[config.mk]
export PLATFORM = sky130hd
export DESIGN_NAME = axi_r_order_ctrl
export DESIGN_NICKNAME = d
export VERILOG_FILES = /design/src/rtl/axi_s3_pkg.sv /design/src/rtl/axi_r_order_fifo.sv /design/src/rtl/axi_r_order_ctrl.sv
export SDC_FILE = /design/constraint.sdc
export NUM_CORES = 1
export LEC_CHECK = 0
export CORE_MARGIN = 2
export CORE_UTILIZATION = 25
export DETAILED_ROUTE_END_ITERATION = 16
export SKIP_CTS_REPAIR_TIMING = 1
export SLEW_MARGIN = 20
export SYNTH_ARGS = -nofsm -noshare
export SYNTH_HDL_FRONTEND = slang
export SYNTH_SLANG_ARGS = --single-unit
[constraint.sdc]
create_clock -name AXI_CLK -period 2.9 [get_ports AXI_CLK]
set_clock_uncertainty 0.15 [all_clocks]
set_input_delay 0.58 -clock AXI_CLK [delete_from_list [all_inputs] [get_ports AXI_CLK]]
set_output_delay 0.58 -clock AXI_CLK [all_outputs]
set_load 0.02 [all_outputs]
[src/rtl/axi_s3_pkg.sv]
// Shared constants for the 3-slave AXI interconnect slice.
// Slave indices, default-slave index and read-ordering depth.
package axi_s3_pkg;

  localparam int NUM     = 3;
  localparam int DEF_SLV = NUM;
  localparam int W_SEL   = 2;

  localparam int SLV0 = 0;
  localparam int SLV1 = 1;
  localparam int SLV2 = 2;

  localparam int R_DEPTH = 8;

endpackage

[src/rtl/axi_r_order_fifo.sv]
// Pointer FIFO recording target slaves of outstanding reads.
// Also exposes the post-update head so the grant can be registered.
module axi_r_order_fifo #(
  parameter  int W     = 2,
  parameter  int DEPTH = 8,
  localparam int AW    = $clog2(DEPTH),
  localparam int PW    = AW + 1
) (
  input  logic          clk_i,
  input  logic          rst_i,
  input  logic          push_i,
  input  logic          pop_i,
  input  logic [W-1:0]  data_i,
  output logic [W-1:0]  head_o,
  output logic [W-1:0]  nxt_head_o,
  output logic          full_o,
  output logic          empty_o,
  output logic          nxt_empty_o,
  output logic [PW-1:0] count_o
);

  logic [PW-1:0] wr_q, wr_d;
  logic [PW-1:0] rd_q, rd_d;
  logic [W-1:0]  mem_q [DEPTH];
  logic          push_ok;
  logic          pop_ok;

  assign full_o  = (wr_q[AW] != rd_q[AW]) &&
                   (wr_q[AW-1:0] == rd_q[AW-1:0]);
  assign empty_o = (wr_q == rd_q);
  assign count_o = wr_q - rd_q;
  assign head_o  = mem_q[rd_q[AW-1:0]];

  assign push_ok = push_i & ~full_o;
  assign pop_ok  = pop_i & ~empty_o;

  assign wr_d = wr_q + PW'(push_ok);
  assign rd_d = rd_q + PW'(pop_ok);

  assign nxt_empty_o = (wr_d == rd_d);

  // New head may be the entry being written this very cycle.
  always_comb begin
    nxt_head_o = mem_q[rd_d[AW-1:0]];
    if (push_ok && (rd_d[AW-1:0] == wr_q[AW-1:0]))
      nxt_head_o = data_i;
  end

  always_ff @(posedge clk_i) begin
    if (rst_i) begin
      wr_q <= '0;
      rd_q <= '0;
    end else begin
      wr_q <= wr_d;
      rd_q <= rd_d;
    end
  end

  always_ff @(posedge clk_i) begin
    if (push_ok)
      mem_q[wr_q[AW-1:0]] <= data_i;
  end

endmodule

[src/rtl/axi_r_order_ctrl.sv]
// Per-master read-ordering scheduler driving r_order_grant.
// Optional sticky ORDER_ERR checker under `AXI_R_ORDER_CHK_EN.
module axi_r_order_ctrl #(
  parameter  int NUM   = axi_s3_pkg::NUM,
  parameter  int W_SEL = axi_s3_pkg::W_SEL,
  parameter  int DEPTH = axi_s3_pkg::R_DEPTH,
  localparam int CW    = $clog2(DEPTH) + 1
) (
  input  logic             AXI_CLK,
  input  logic             AXI_RST,
  input  logic             M_ARVALID,
  input  logic             M_ARREADY,
  input  logic [W_SEL-1:0] M_ARSEL,
  input  logic             M_RVALID,
  input  logic             M_RREADY,
  input  logic             M_RLAST,
  output logic [NUM-1:0]   r_order_grant,
  output logic             AR_STALL,
`ifdef AXI_R_ORDER_CHK_EN
  output logic             ORDER_ERR,
`endif
  output logic [CW-1:0]    OT_CNT
);

  import axi_s3_pkg::*;

  logic             push;
  logic             pop;
  logic [W_SEL-1:0] head;
  logic [W_SEL-1:0] nxt_head;
  logic             full;
  logic             empty;
  logic             nxt_empty;
  logic [NUM-1:0]   grant_q, grant_d;

  assign push = M_ARVALID & M_ARREADY;
  assign pop  = M_RVALID & M_RREADY & M_RLAST;

  axi_r_order_fifo #(
    .W     (W_SEL),
    .DEPTH (DEPTH)
  ) u_fifo (
    .clk_i       (AXI_CLK),
    .rst_i       (AXI_RST),
    .push_i      (push),
    .pop_i       (pop),
    .data_i      (M_ARSEL),
    .head_o      (head),
    .nxt_head_o  (nxt_head),
    .full_o      (full),
    .empty_o     (empty),
    .nxt_empty_o (nxt_empty),
    .count_o     (OT_CNT)
  );

  // Default-slave head decodes to no grant.
  always_comb begin
    grant_d = '0;
    if (!nxt_empty) begin
      for (int i = 0; i < NUM; i++)
        grant_d[i] = (nxt_head == W_SEL'(i));
    end
  end

  always_ff @(posedge AXI_CLK) begin
    if (AXI_RST) grant_q <= '0;
    else         grant_q <= grant_d;
  end

  assign r_order_grant = grant_q;
  assign AR_STALL      = full;

`ifdef AXI_R_ORDER_CHK_EN
  logic err_q, err_d;

  always_comb begin
    err_d = err_q;
    if (push && full)                                  err_d = 1'b1;
    if (pop && empty)                                  err_d = 1'b1;
    if (pop && !empty && head == W_SEL'(DEF_SLV) &&
        grant_q != '0)                                 err_d = 1'b1;
  end

  always_ff @(posedge AXI_CLK) begin
    if (AXI_RST) err_q <= 1'b0;
    else         err_q <= err_d;
  end

  assign ORDER_ERR = err_q;
`else
  logic unused_head;
  assign unused_head = ^{head, empty};
`endif

endmodule

==> results_dict.tcl <==
set metrics [dict create \
    status "finished, final reports clean" \
    post_drt_wl_per_cell_microns 13.1 \
    gp_congestion 0.825 \
    hpwl_microns 2420 \
    synth_edf_count 16 \
    power_density_mw_per_mm2 380 \
    cts_buffers 3 \
    worstPathMaxFanout 3 \
    nets 181 \
    viasPerCell 4.39 \
    crit_path_max_incr_delay_ps 620 \
    die_y_microns 80.7 \
    netlist_area_sq_mm 0.00147 \
    ios 17 \
    final_common_cell "buf_4" \
    synth_top_flop_cell "edfxtp_1" \
    cts_buffer_depth 2 \
    root_buffer "clkbuf_8" \
    hp-class "flip-flop to flip-flop" \
    most-common-layout-cells "27 x buf_4, 16 x edfxtp_1, 11 x clkdlybuf4s50_1" \
    synth-seq-cells 27 \
    fin_crit_ps 2830 \
    cts_max_level 1 \
    crit_arrival_ps 2100 \
    core_area_sq_mm 0.00561 \
    syn2layout_area_growth_pct 38.8 \
    grt_pass1_wl_microns 4930 \
    firstDrtPassIters 4 \
    crit_path_start_kind "flip-flop" \
    dr_total_vias 1032 \
    crit_family "buffers and inverters" \
    slowest_stage "clkdlybuf4s50_1" \
    synth.net_count 139 \
    yosys.area.top_type "edfxtp_1" \
    grt_max_degree 17 \
    synthCells 122 \
    start_util_pct 26.2 \
    fmax_mhz 354 \
    hold_viol 0 \
    yosysSeqAreaShare_pct 47.7 \
    synth_top_area_share_pct 32.7 \
    p_leak_nw 0.794 \
    relSlewSlack_pct 67.5 \
    dp_slack_ps -375 \
    drv_cap 0 \
    antenna_found_initial 0 \
    die_w_microns 80.7 \
    grt_pass1_vias 1013 \
    die_area_sq_mm 0.00651 \
    cts_sinks 27 \
    drcViolationCount 0 \
    endpoint_kind "output port" \
    setup_viol 0 \
    place_area_sq_mm 0.00187 \
    drtIter0Drc 46 \
    fin_util_pct 36.4 \
    yosys_warnings 0 \
    synth_cell_types 34 \
    setup_ws_ps 73.3 \
    period_share_pct 97.5 \
    synth.area.top_cells "edfxtp_1 33%, dfxtp_1 15%, ha_1 6.0%, mux2i_1 5.4%, xnor2_1 5.4%" \
    async_flop_share_pct 0 \
    avgSynthCellArea_sq_um 12.1 \
    cp_cell_sequence "inv_1, ha_1, a21o_1, a21oi_1, xnor2_1, clkdlybuf4s50_1" \
    diodes 0 \
    insertion_delay_ps 280 \
    drt_wl_total_microns 3090 \
    peakVddDrop_v 0.000182 \
    tritoncts "built" \
    cp.required_ps 2170 \
    grt.overflow.total 0 \
    final_layout_size_suffix_gt1_share_pct 32.5 \
    crit_buf_inv 2 \
    fillerInstances 573 \
    clkTransAtPathRegs_ps 100 \
    stdcell_area_sq_mm 0.00204 \
    p_total_w 0.000775 \
    worstMarginPinSlew_ps 483 \
    path_class "flip-flop to output port" \
    rows 27 \
    io_buffers 16 \
    grt_util_all_layers_pct 10.2 \
    antenna_left 0 \
    slew_violations 0 \
]
-- metrics by stage --
stage,cells,TNS [ps],hold slack (ps)
6_report,235,0,428
5_1_grt,235,-2.03,492
4_1_cts,233,-166,436
3_5_place_dp,229,-846,410
3_3_place_gp,229,-782,403
2_1_floorplan,122,0,380
-- cells by family (layout without fill, tap and decap cells) --
logic type,after synthesis,count (layout),synth area share [%]
and+or+nand+nor,30,30,10.6
DFF,27,27,47.7
xor gates and xnor gates,15,15,8.94
muxes,15,15,13.1
buffers and inverters,15,56,5.45
AOI/OAI and AO/OA,12,12,6.98
adders and majority gates,8,8,7.32
-- tightest hold or removal path, delay by kind of cell (launching register included) --
kind                      cells  cell delay, ps
xor gates and xnor gates      1             100
DFF                           1             370
and+or+nand+nor               1              70
-- registers in the layout, summed over array words and instances, names as in the netlist --
name           cells
u_fifo.mem_q      16
u_fifo.rd_q        4
r_order_grant      3
u_fifo.wr_q        4
-- per-layer routing --
metal	up-vias	global-route usage, %	wire length [microns]
li1	525	-	-
met1	487	13.8	1430
met2	18	16.4	1550
met3	2	2.25	98
met4	0	2.54	13
met5	-	0	0
-- worst paths after layout --
check | start | end | slack (ps) | depth (start not counted)
max | u_fifo.rd_q[1]$_SDFF_PP0_ | OT_CNT[3] | 70 | 6
min | u_fifo.rd_q[3]$_SDFF_PP0_ | u_fifo.rd_q[3]$_SDFF_PP0_ | 430 | 2
max reg2reg | u_fifo.rd_q[1]$_SDFF_PP0_ | r_order_grant[1]$_SDFF_PP0_ | 110 | 8
min reg2reg | u_fifo.rd_q[3]$_SDFF_PP0_ | u_fifo.rd_q[3]$_SDFF_PP0_ | 430 | 2
-- synthesized netlist by cell type, drive strengths merged, types with 2 or more instances --
cell type and count:
nor2 8, nand3 4, xnor2 9, mux2i 8
buf 2, xor2 6, nand4b 2, edfxtp 16
nor3 5, mux2 4, nand2 3, ha 7
o211ai 2, mux4 3, a221oi 3, clkbuf 4
nor2b 4, inv 9, dfxtp 11
-- where the power goes --
part | switching, W | internal [W] | total [W] | leakage [nW]
logic | 0.0000633 | 0.0000723 | 0.000136 | 0.537
registers | 0.00000265 | 0.000412 | 0.000415 | 0.235
clock network | 0.000127 | 0.0000977 | 0.000225 | 0.0217
total | 0.000193 | 0.000582 | 0.000775 | 0.794
-- area by class of cell --
class | instances | area, sq um | share of cell area [%]
clock buffers | 3 | 41.3 | 2.02
clock inverters | 1 | 7.51 | 0.368
inverters | 9 | 33.8 | 1.66
multi-input cells | 80 | 788 | 38.6
flip-flops and latches | 27 | 704 | 34.5
well taps | 72 | 90.1 | 4.41
repair buffers | 43 | 375 | 18.4
Note: power is estimated with default switching activity, not from simulation.
==> patch 1 (config.mk and constraints unchanged) <==
Build with the macro `AXI_R_ORDER_CHK_EN` defined.
--- a/src/rtl/axi_r_order_ctrl.sv
+++ b/src/rtl/axi_r_order_ctrl.sv
@@ -2,2 +2,4 @@
 // Optional sticky ORDER_ERR checker under `AXI_R_ORDER_CHK_EN.
+`define AXI_R_ORDER_CHK_EN
+
 module axi_r_order_ctrl #(
Function (old outputs only; new: ORDER_ERR): kept (Yosys induction, for registers that start in step).
==> patch 1 against the unedited design <==
  * Area after synthesis increased by 2.3%
  * Design area increased by 0.43%
  * Synthesized cell count is 5.7% higher
  * Sequential power rose by 4%
  * Via count grew 3.2%
  * Wire length unchanged
  * Sequential share of layout area grew 0.95 points
  * Sequential cell count up 1
  * Total power is 11% higher
  * Worst setup slack better by 0.015 ns
==> patch 1: results (changes against the unedited design) <==
Switch Pwr -> 187 µW (-3.4%)
Arrival time worst endpoint -> 2.88 ns (+0.78 ns)
GPL Wtd Cong -> 0.728 (-12%)
Worst rel slew slack -> 71.2% (+3.7 points)
Met1 usage -> 11.8% (-2.0 points)
Worst-path clk slew -> 0.10 ns (about the same)
CTS root buffer -> clkbuf_8
Detailed Route Iter0 Violations -> 43 (-6.5%)
Ranking of synthesized cells by area -> edfxtp_1 32%, dfxtp_1 16%, mux4_1 7.0%
M3 GR Usage -> 2.97% (+0.72 points)
Port Buffers -> 17 (+1)
Pleak -> 0.000771 µW (-2.9%)
Total number of vias -> 1065 (+3.2%)
R2R setup slack -> 0.14 ns (+0.03 ns)
Reg2Reg Launch Point -> u_fifo.rd_q[1]$_SDFF_PP0_
Drt wl/cell -> 12.9 µm (-1.7%)
Nets -> 182 (+0.55%)
Clock buffer depth -> 2 (unchanged)
Worst vdd ir -> 211 µV (+16%)
DP Worst Slack -> -0.374 ns (+0.000867 ns)
Most common library cells after synthesis -> 16 x edfxtp_1, 13 x nor2_1, 12 x dfxtp_1
Pwr dens -> 422 nW/µm² (+11%)
Total Routing Usage GR -> 9.52% (-0.67 points)
CP Launch Point -> M_RVALID
Hold path startpoint -> ORDER_ERR$_SDFFE_PP0P_
Max FFs per register -> 16 (unchanged)
Comb pwr share -> 14.4% (-3.1 points)
Number of synthesized flops with an enable pin -> 16 (unchanged)
Post-synth cell types -> 35 (+2.9%)
Flop pwr share -> 49.8% (-3.7 points)
Setup crit end -> r_order_grant[1]$_SDFF_PP0_
Hold endpoint -> ORDER_ERR$_SDFFE_PP0P_
Sequential area share after synthesis -> 47.9% (+0.26 points)
Status -> finished clean
Post-synthesis async set-or-reset flop share -> 0% (unchanged)
Clk Latency, worst-skew pair -> 0.28 ns (about the same)
Layout cells sized above 1 -> 24.4% (-8.1 points)
Largest net degree at the start of global routing -> 17 (unchanged)
CTS Buf Count -> 3 (unchanged)
Antenna violations before repair -> 0 (unchanged)
Max Fclk -> 356 MHz (+0.52%)
Hpwl dp -> 2370 µm (-1.9%)
Worst R2R Path Depth -> 10 (+2)
Hold path depth -> 2 (unchanged)
Met2 GRT Util -> 16.5% (+0.059 points)
Warnings, synthesis -> 0 (unchanged)
Vias in the first global route -> 1015 (+0.20%)
First-pass GRT wire length -> 4750 µm (-3.8%)
Htree depth -> 1 (unchanged)
Syn Nets -> 146 (+5.0%)
patch 1: final cells by class:
class                           instances  area (µm²)
Timing Repair Buffer                   35         310
Tap cell                               75        93.8
Clock inverter                          1        30.0
Inverter                                7        26.3
Sequential cell                        28         727
Fill cell                             573        3800
Multi-Input combinational cell         90         821
Clock buffer                            3        41.3
patch 1: logic make-up after synthesis:
family / after synthesis / synth area share, %
mux: 7 / 9.90
compound gates: 14 / 6.41
flops: 28 / 47.9
simple gates: 45 / 14.6
xor+xnor: 16 / 10.7
fa+ha+maj: 8 / 7.15
buf+inv: 11 / 3.24
patch 1: worst max-delay path, stage by stage:
cell and delay, ns:
clkdlybuf4s50_1 0.46, nand3_1 0.14, nor2_4 0.19, ha_4 0.17
xor2_2 0.14, buf_4 0.15, mux4_2 0.27, mux2_4 0.29
or3b_1 0.38, a21boi_1 0.12
patch 1: routing by layer:
| layer | part of all wire [%] | vias to the layer above |
|---|---|---|
| li1 | - | 529 |
| met1 | 45 | 510 |
| met2 | 48 | 26 |
| met3 | 6.4 | 0 |
| met4 | 0 | 0 |
| met5 | 0 | - |
patch 1: metrics by stage:
stage | instances | hold WS, ns | TNS [ns] | area (µm²) | util (%)
2_1_floorplan | 129 | 0.407 | 0 | 1520 | -
3_3_place_gp | 233 | 0.371 | -0.843 | 1880 | 32.2
3_5_place_dp | 233 | 0.383 | -0.881 | 1880 | 32.2
4_1_cts | 237 | 0.406 | -0.180 | 1950 | 33.4
5_1_grt | 239 | 0.437 | -0.0365 | 2050 | 35.0
6_report | 239 | 0.392 | 0 | 2050 | 35.0
==> patch 2 (same settings) <==
Made on the original files. `rd_q` no longer has a reset.
--- a/src/rtl/axi_r_order_fifo.sv
+++ b/src/rtl/axi_r_order_fifo.sv
@@ -51,7 +51,9 @@
       wr_q <= '0;
-      rd_q <= '0;
     end else begin
       wr_q <= wr_d;
-      rd_q <= rd_d;
     end
+  end
+
+  always_ff @(posedge clk_i) begin
+    rd_q <= rd_d;
   end
Formal check against the unedited RTL: differs if AXI_RST is asserted again (counterexample within 4 cycles, from zero or initial values and one cycle with AXI_RST high); with AXI_RST held inactive, the same outputs for 10 cycles.
==> patch 2 against the unedited design <==
  * Count of clock-buffer cells in the layout stayed put
  * Critical endpoint is now r_order_grant[2]$_SDFF_PP0_
  * Global-route usage rose by 0.21 points
  * Non-clock buffer count shrank 2
  * Wire length grew 2.3%
  * Worst setup slack gained 0.0089 ns
  * First-iteration DRC count decreased by 37%
  * Area after synthesis decreased by 0.60%
  * Design area decreased by 2.5%
  * Sequential cell count did not move
Power is not compared: it rests on default switching activity, and its combinational part moved more than twofold at a synthesized area within 25%.
==> patch 2: results (changes against the unedited design) <==
Critical Path Sink Type -> flip-flop
Layout cells sized above 1 -> 30.8% (-1.7 points)
Placed cell area -> 1870 µm² (about the same)
Post-synthesis async set-or-reset flop share -> 0% (unchanged)
Total Routing Usage GR -> 10.4% (+0.21 points)
DP Worst Slack -> -0.382 ns (-0.00728 ns)
Status -> finished clean
Vias in the first global route -> 1055 (+4.1%)
Worst-path clk slew -> 0.09 ns
CTS Buf Count -> 3 (unchanged)
Hpwl dp -> 2490 µm (+3.1%)
Drt via density -> 4.51 (+2.8%)
First-pass GRT wire length -> 5040 µm (+2.2%)
CP max-delay cell -> mux4_2
Port Buffers -> 16 (unchanged)
Crit path time final -> 2.82 ns (-0.00893 ns)
Sequential area share after synthesis -> 47.9% (+0.29 points)
Number of synthesized flops with an enable pin -> 16 (unchanged)
CP max FO -> 11 (+8)
Yosys top cell area share -> 32.9% (+0.20 points)
Total number of vias -> 1029 (-0.29%)
GPL Wtd Cong -> 0.766 (-7.2%)
Syn Nets -> 133 (-4.3%)
Mean area per synthesized cell -> 12.6 µm² (+4.5%)
CP Launch Point -> u_fifo.rd_q[1]$_DFF_P_
Worst R2R Path Depth -> 8 (unchanged)
R2R setup slack -> 0.08 ns (-0.03 ns)
Nets -> 174 (-3.9%)
Inst Count DP -> 221 (-3.5%)
Worst rel slew slack -> 63.6% (-3.9 points)
DIE WIDTH -> 80.5 µm (-0.29%)
R2r endpoint -> r_order_grant[2]$_SDFF_PP0_
Largest net degree at the start of global routing -> 17 (unchanged)
Slowest stage delay, CP -> 0.49 ns (-0.13 ns)
CTS root buffer -> clkbuf_8
Antenna Cells -> 0 (unchanged)
Final Cell Area -> 1990 µm² (-2.5%)
Most common library cells after synthesis -> 16 x edfxtp_1, 11 x dfxtp_1, 9 x xnor2_1
Synth Flop Type -> edfxtp_1
Arrival time worst endpoint -> 2.86 ns (+0.76 ns)
patch 2: changes by cell type after synthesis:
| cell | delta |
|---|---|
| nor2b_1 | -2 |
| inv_1 | -1 |
| mux2_1 | -1 |
| nor2_1 | -2 |
| clkbuf_1 | -1 |
| xor2_1 | -1 |
| mux2_2 | +1 |
| xor2_4 | +1 |
patch 2: worst min path at each step:
stage / startpoint / to / slack (ns) / cells after the start
6_report: u_fifo.rd_q[3]$_DFF_P_ / u_fifo.rd_q[3]$_DFF_P_ / 0.39 / 1
4_1_cts: u_fifo.rd_q[3]$_DFF_P_ / u_fifo.rd_q[3]$_DFF_P_ / 0.39 / 1
3_5_place_dp: u_fifo.rd_q[3]$_DFF_P_ / u_fifo.rd_q[3]$_DFF_P_ / 0.38 / 1
3_3_place_gp: u_fifo.rd_q[3]$_DFF_P_ / u_fifo.rd_q[3]$_DFF_P_ / 0.36 / 1
2_1_floorplan: u_fifo.rd_q[3]$_DFF_P_ / u_fifo.rd_q[3]$_DFF_P_ / 0.34 / 1
5_1_grt: u_fifo.rd_q[3]$_DFF_P_ / u_fifo.rd_q[3]$_DFF_P_ / 0.41 / 1
patch 2: worst max-delay path: cells and delay by family (launching register included):
family | cells | cell delay (ns)
muxes | 2 | 0.83
buffers and inverters | 1 | 0.05
DFF | 1 | 0.33
AOI/OAI and AO/OA | 3 | 0.65
adders and majority gates | 2 | 0.72
patch 2: cell families (layout without fill, tap and decap cells):
| family | count (synthesis) | in the layout | synth area share (%) |
|---|---|---|---|
| DFF | 27 | 27 | 47.9 |
| AOI/OAI and AO/OA | 12 | 12 | 7.02 |
| buffers and inverters | 13 | 53 | 4.97 |
| adders and majority gates | 8 | 8 | 7.36 |
| and+or+nand+nor | 26 | 26 | 9.25 |
| muxes | 15 | 15 | 13.2 |
| xor gates and xnor gates | 15 | 15 | 10.3 |
patch 2: routing by layer:
| layer | vias up | part of all wire [%] | global-route usage, % |
|---|---|---|---|
| li1 | 506 | - | - |
| met1 | 499 | 45 | 13.0 |
| met2 | 17 | 49 | 16.8 |
| met3 | 7 | 2.9 | 1.80 |
| met4 | 0 | 2.6 | 5.93 |
| met5 | - | 0 | 0 |
patch 2: layout make-up:
cell class              instances  area [µm²]  share of cell area [%]
multi-input cells              76         761                    38.2
flip-flops and latches         27         702                    35.3
clock buffers                   3        41.3                    2.08
well taps                      72        90.1                    4.53
clock inverters                 1        7.51                   0.377
inverters                       8        30.0                    1.51
repair buffers                 41         358                    18.0
patch 2: power groups by stage:
stage	combinational (µW)	clock (µW)	sequential (µW)
after floorplan	645	0	535
after global placement	1040	0	494
after detailed placement	1050	0	496
after CTS	1050	222	487
after global routing	1190	244	495
final	1110	219	491
